==> config.mk <==
export PLATFORM = sky130hd
export DESIGN_NAME = serial_add_sequencer_flat
export DESIGN_NICKNAME = d
export VERILOG_FILES = /design/src/rtl/serial_add_sequencer_if.sv /design/src/rtl/serial_add_sequencer.sv /design/src/flat_wrapper.sv
export SDC_FILE = /design/constraint.sdc
export NUM_CORES = 1
export LEC_CHECK = 0
export CORE_ASPECT_RATIO = 0.5
export CORE_MARGIN = 4
export CORE_UTILIZATION = 35
export DETAILED_ROUTE_END_ITERATION = 12
export PLACE_DENSITY_LB_ADDON = 0.25
export SLEW_MARGIN = 5
export SYNTH_ARGS = -nofsm -noshare
export SYNTH_HDL_FRONTEND = slang
export SYNTH_SLANG_ARGS = --single-unit
==> constraint.sdc <==
create_clock -name clk -period 1.4 [get_ports clk]
set_clock_uncertainty 0.15 [all_clocks]
set_input_delay 0.35 -clock clk [delete_from_list [all_inputs] [get_ports clk]]
set_output_delay 0.35 -clock clk [all_outputs]
set_load 0.01 [all_outputs]
==> src/rtl/serial_add_sequencer_if.sv <==
// Operand/result handshake bundle for serial_add_sequencer.
// The master side supplies operands and accepts results; the slave side is the sequencer.
interface serial_add_sequencer_if #(
  parameter int WIDTH = 8
);
  logic             in_valid;
  logic             in_ready;
  logic [WIDTH-1:0] op_a;
  logic [WIDTH-1:0] op_b;
  logic             op_cin;
  logic             out_valid;
  logic             out_ready;
  logic [WIDTH-1:0] result;
  logic             carry_out;

  modport master (
    output in_valid, op_a, op_b, op_cin, out_ready,
    input  in_ready, out_valid, result, carry_out
  );

  modport slave (
    input  in_valid, op_a, op_b, op_cin, out_ready,
    output in_ready, out_valid, result, carry_out
  );
endinterface

==> src/rtl/serial_add_sequencer.sv <==
// Bit-serial WIDTH-bit adder built around one external combinational full adder.
// Operands arrive over bus (valid/ready), are fed to the adder LSB first with the
// carry held in a register, and the sum/carry-out are returned over bus.
// Optional feature macro: SERIAL_ADD_TRIG_GUARD_EN -- limits consecutive
// {a,b,cin}==3'b101 vectors at the adder to TRIG_LIMIT by inserting 000 bubble cycles.
// The bus interface instance must be parameterised with the same WIDTH.
module serial_add_sequencer #(
  parameter int WIDTH      = 8,
  parameter int TRIG_LIMIT = 7
) (
  input  logic                   clk,
  input  logic                   reset,
  serial_add_sequencer_if.slave  bus,
  output logic                   fa_a,
  output logic                   fa_b,
  output logic                   fa_cin,
  input  logic                   fa_sum,
  input  logic                   fa_cout,
  output logic [7:0]             guard_events
);

  localparam int             IW   = (WIDTH > 2) ? $clog2(WIDTH) : 1;
  localparam logic [IW-1:0]  LAST = IW'(WIDTH - 1);

  typedef enum logic [1:0] {
    IDLE = 2'd0,
    RUN  = 2'd1,
    DONE = 2'd2
  } state_t;

  state_t           state;
  logic [WIDTH-1:0] a_sh;
  logic [WIDTH-1:0] b_sh;
  logic [WIDTH-1:0] res_sh;
  logic             carry;
  logic [IW-1:0]    bit_idx;
  logic             in_ready_q;
  logic             out_valid_q;
  logic             carry_out_q;
  logic             bubble;

  assign bus.in_ready  = in_ready_q;
  assign bus.out_valid = out_valid_q;
  assign bus.result    = res_sh;
  assign bus.carry_out = carry_out_q;

`ifdef SERIAL_ADD_TRIG_GUARD_EN
  localparam logic [IW-1:0] TRIG_VAL = IW'(TRIG_LIMIT);

  logic [IW-1:0] run_cnt;
  logic [7:0]    guard_cnt;

  // A bubble replaces the next vector whenever it would extend a 101 run past the limit.
  assign bubble = (state == RUN) && a_sh[0] && !b_sh[0] && carry && (run_cnt == TRIG_VAL);

  // Track the length of the current run of 101 vectors actually driven to the adder.
  always_ff @(posedge clk or posedge reset) begin
    if (reset) begin
      run_cnt <= '0;
    end else if ({fa_a, fa_b, fa_cin} == 3'b101) begin
      run_cnt <= run_cnt + 1'b1;
    end else begin
      run_cnt <= '0;
    end
  end

  // Count inserted bubbles, saturating at 255.
  always_ff @(posedge clk or posedge reset) begin
    if (reset) begin
      guard_cnt <= 8'd0;
    end else if (bubble && (guard_cnt != 8'hFF)) begin
      guard_cnt <= guard_cnt + 8'd1;
    end
  end

  assign guard_events = guard_cnt;
`else
  assign bubble       = 1'b0;
  assign guard_events = 8'd0;
`endif

  // Adder inputs: current operand LSBs and held carry in RUN, quiet otherwise.
  // NOTE: every output of a combinational block gets a default first so no path leaves it unassigned (no latch).
  always_comb begin
    fa_a   = 1'b0;
    fa_b   = 1'b0;
    fa_cin = 1'b0;
    if ((state == RUN) && !bubble) begin
      fa_a   = a_sh[0];
      fa_b   = b_sh[0];
      fa_cin = carry;
    end
  end

  // Sequencer FSM: accept operands, capture one sum bit per cycle, hold result until taken.
  // NOTE: state registers use non-blocking assignment so every register samples pre-edge values.
  always_ff @(posedge clk or posedge reset) begin
    if (reset) begin
      state       <= IDLE;
      a_sh        <= '0;
      b_sh        <= '0;
      res_sh      <= '0;
      carry       <= 1'b0;
      bit_idx     <= '0;
      in_ready_q  <= 1'b1;
      out_valid_q <= 1'b0;
      carry_out_q <= 1'b0;
    end else begin
      case (state)
        IDLE: begin
          if (bus.in_valid) begin
            a_sh       <= bus.op_a;
            b_sh       <= bus.op_b;
            carry      <= bus.op_cin;
            bit_idx    <= '0;
            in_ready_q <= 1'b0;
            state      <= RUN;
          end
        end
        RUN: begin
          if (!bubble) begin
            res_sh  <= {fa_sum, res_sh[WIDTH-1:1]};
            carry   <= fa_cout;
            a_sh    <= a_sh >> 1;
            b_sh    <= b_sh >> 1;
            bit_idx <= bit_idx + 1'b1;
            if (bit_idx == LAST) begin
              carry_out_q <= fa_cout;
              out_valid_q <= 1'b1;
              state       <= DONE;
            end
          end
        end
        DONE: begin
          if (bus.out_ready) begin
            out_valid_q <= 1'b0;
            in_ready_q  <= 1'b1;
            state       <= IDLE;
          end
        end
        default: begin
          out_valid_q <= 1'b0;
          in_ready_q  <= 1'b1;
          state       <= IDLE;
        end
      endcase
    end
  end

endmodule
==> src/flat_wrapper.sv <==
// flat-port wrapper written by rule: the top's interface ports become plain ports
module serial_add_sequencer_flat 
#(
  parameter int WIDTH      = 8,
  parameter int TRIG_LIMIT = 7
)
  (clk, reset, fa_a, fa_b, fa_cin, fa_sum, fa_cout, guard_events, bus_in_valid, bus_op_a, bus_op_b, bus_op_cin, bus_out_ready, bus_in_ready, bus_out_valid, bus_result, bus_carry_out);
  serial_add_sequencer_if #(.WIDTH(WIDTH)) bus_i ();
  input  logic clk;
  input  logic reset;
  output logic fa_a;
  output logic fa_b;
  output logic fa_cin;
  input  logic fa_sum;
  input  logic fa_cout;
  output logic [7:0] guard_events;
  input wire logic [$bits(bus_i.in_valid)-1:0] bus_in_valid;
  input wire logic [$bits(bus_i.op_a)-1:0] bus_op_a;
  input wire logic [$bits(bus_i.op_b)-1:0] bus_op_b;
  input wire logic [$bits(bus_i.op_cin)-1:0] bus_op_cin;
  input wire logic [$bits(bus_i.out_ready)-1:0] bus_out_ready;
  output wire logic [$bits(bus_i.in_ready)-1:0] bus_in_ready;
  output wire logic [$bits(bus_i.out_valid)-1:0] bus_out_valid;
  output wire logic [$bits(bus_i.result)-1:0] bus_result;
  output wire logic [$bits(bus_i.carry_out)-1:0] bus_carry_out;
  assign bus_i.in_valid = bus_in_valid;
  assign bus_i.op_a = bus_op_a;
  assign bus_i.op_b = bus_op_b;
  assign bus_i.op_cin = bus_op_cin;
  assign bus_i.out_ready = bus_out_ready;
  assign bus_in_ready = bus_i.in_ready;
  assign bus_out_valid = bus_i.out_valid;
  assign bus_result = bus_i.result;
  assign bus_carry_out = bus_i.carry_out;
  serial_add_sequencer #(.WIDTH(WIDTH), .TRIG_LIMIT(TRIG_LIMIT)) u_core (.clk(clk), .reset(reset), .bus(bus_i), .fa_a(fa_a), .fa_b(fa_b), .fa_cin(fa_cin), .fa_sum(fa_sum), .fa_cout(fa_cout), .guard_events(guard_events));
endmodule
==> flow_summary.ini, run 1 <==
[status]
status = finished with violations
violations = negative setup slack

[timing]
slew_violations = 0
setup_viol = 5
period_share = 1.263
min_period_ns = 1.769
clock.fmax_ghz = 0.5654
finalWorstSetupSlack_ns = -0.3687
finalHoldViolCount = 0
hold_ws_ns = 0.2637
rsz0062_at_grt = true

[flow_run]
maxCapViolations = 0

[synthesis]
synth_top_area_cell = dfrtp_1
ys.flop_type = dfrtp_1
yosysTopAreaCellShare = 0.5136
synth_cell_types = 29
synth-seq-area-share = 0.5305
synth_edf_count = 0
synth_area_per_cell_um2 = 10.26
yosys_warnings = 0
synthTopCellsByArea = dfrtp_1 51%, nand2_1 7.2%, o221a_2 5.1%
synth-seq-cells = 33
syn_area_um2 = 1559
synthArstFlopShare = 1.000
synthCells = 152

[cts]
cts_buffers = 5
insertion_delay_ns = 0.28
cts_sinks = 33
cts_buffer_depth = 2
cts_tree = done
holdBufCountCts = 0
clkTransAtPathRegs_ns = 0.07
htreeDepth = 2
root_buffer = clkbuf_8

[route]
drt_iter0_drc = 30
dr.pass1.iters = 4
drc = 0
ant_nets = 0
vias_per_cell = 4.735
vias = 1288
wl_per_cell_um = 13.44
wirelength_um = 3656

[critical_path]
worstPathCellList = and2b_4 > buf_6 > and2_4 > buf_6
cp_top_family = simple AND/OR/NAND/NOR gates
path_buf_inv = 2
crit_arrival_ns = 1.27
path_depth = 4
worst_setup_path_start_kind = flip-flop
critPathMostFrequentCell = buf_6
reg2reg_depth = 6
cp_max_fo = 5
path_class = flip-flop to output port
max_stage_delay_ns = 0.39
crit_path_end_kind = output port
crit_path_top_delay_cell = dfrtp_1
cp.required_ns = 0.90

[final_layout]
seq_area_um2 = 827.0
final_layout_size_suffix_gt1_frac = 0.3670
layout.nets = 242
area_delta_synth_final_pct = 47.35
multi_input_area_um2 = 708.2
instances_no_fill = 272
antenna_cells = 0
fin_area_um2 = 2297
fillers = 358

[power]
power.total_mw = 5.001
power.density_nw_per_um2 = 2177
power.leakage_nw = 1.094
ir_worst_vdd_uv = 808.8

[placement]
dp_hpwl_um = 2381
io_buffers = 36
place_area_um2 = 2052
place_inst = 252
gp_congestion = 0.7380

[floorplanning]
design.portCount = 45
die_h_um = 55.20
row_count = 16
core_area_um2 = 4084
die_width_um = 102.4
dieArea_um2 = 5651
start_util = 0.3817

[global_routing]
antenna_found_initial = 0
grt_max_degree = 34
grt_usage = 0.1358
grt_pass1_vias = 1305
grt-ovfl-total = 0
grt_pass1_wl_um = 5733

[min_path]
min-delay-path-class = primary input to async pin
-- stage by stage --
stage | setup WS [ns] | util | setup TNS, ns
floorplan | -0.06475 | - | -0.1457
global placement | -0.4224 | 0.5025 | -6.679
detailed placement | -0.4333 | 0.5025 | -6.714
CTS | -0.3630 | 0.5518 | -1.258
global route | -0.3985 | 0.5625 | -1.326
finish | -0.3687 | 0.5625 | -1.126
-- registers in the layout, indices dropped and copies added, names as in the netlist --
signal                flops
u_core.bus.in_ready       1
u_core.bus.carry_out      1
u_core.bit_idx            3
u_core.bus.out_valid      1
u_core.state              2
u_core.bus.result         8
u_core.carry              1
u_core.b_sh               8
u_core.a_sh               8
-- cell type report --
cell class / count / area share
sequential: 33 / 0.3600
multi-input combinational: 105 / 0.3083
timing repair buffer: 66 / 0.2484
clock buffer: 7 / 0.04194
tap: 54 / 0.02941
inverter: 6 / 0.009804
clock inverter: 1 / 0.002179
-- cells by family after synthesis --
logic type,synth area share
muxes,0.007223
and+or+nand+nor,0.1782
buffers and inverters,0.09229
other,0.002405
AOI/OAI and AO/OA,0.1734
adders and majority gates,0.01605
DFF,0.5305
-- worst reg2reg max path, delay by kind of cell (launching register included) --
family                 cells  cell delay, ns
buffers and inverters      3            0.30
multiplexers               1            0.29
flip-flops                 1            0.39
AND/OR/NAND/NOR            2            0.33
-- synth_stat cells (4+ instances only) --
library cell / count
a21oi_1: 8
o221a_2: 7
o21ai_0: 4
nor2_1: 11
buf_2: 4
nand3b_1: 7
dfrtp_1: 32
inv_1: 6
o22ai_1: 5
buf_4: 9
nand2_1: 30
-- worst paths after layout --
| kind | slack [ns] | endpoint | start |
|---|---|---|---|
| setup / recovery | -0.37 | fa_a | u_core.state[1] |
| hold / removal | 0.26 | u_core.bus.result[0] | reset |
| setup reg to reg | -0.17 | u_core.bus.carry_out | u_core.state[1] |
| hold reg to reg | 0.35 | u_core.b_sh[5] | u_core.b_sh[5] |
| max in group asynchronous | 0.59 | u_core.bus.in_ready | reset |
| min in group clk | 0.35 | u_core.b_sh[5] | u_core.b_sh[5] |
-- what timing repair did --
| item | in CTS | in global routing |
|---|---|---|
| gates cloned | 0 | 1 |
| resized for setup | 65 | 20 |
| pin swaps | 3 | 5 |
| buffers inserted | 7 | 7 |
| endpoints found under the setup margin | 18 | 42 |
-- per-layer routing --
layer / global-route usage / vias to the layer above / wire (µm)
met5: 0 / - / 0
met4: 0.05229 / 0 / 49
met3: 0.04255 / 5 / 229
met2: 0.2301 / 30 / 1695
met1: 0.1662 / 617 / 1681
li1: - / 636 / -
-- power by group --
group          internal (mW)  switching, mW  total, mW
clock                  0.444          0.348      0.793
combinational           1.45           1.12       2.56
sequential              1.40          0.241       1.64
total                   3.29           1.71       5.00
-- cell usage in the layout (no fill, tap or decap), types with 2 or more instances in the layout --
| master | n |
|---|---|
| nand2b_4 | 3 |
| conb_1 | 8 |
| clkbuf_8 | 7 |
| buf_4 | 25 |
| a21oi_1 | 6 |
| a22o_1 | 2 |
| buf_2 | 9 |
| o21ai_0 | 4 |
| o21ba_4 | 2 |
| o22ai_1 | 4 |
| o21a_1 | 3 |
| nand2_1 | 28 |
| inv_1 | 6 |
| o221a_2 | 7 |
| and2_4 | 3 |
| dfrtp_1 | 32 |
| clkdlybuf4s50_1 | 21 |
| nor2_1 | 10 |
| a32oi_1 | 3 |
| a21oi_2 | 2 |
| nand3b_1 | 7 |
| buf_6 | 8 |
(Power assumes the default switching activity.)
==> run 2, diff against run 1 <==
Settings changed: CAP_MARGIN set to 20.
==> results of run 2 <==
Final layout, timing and power as in run 1 (identical DEF).
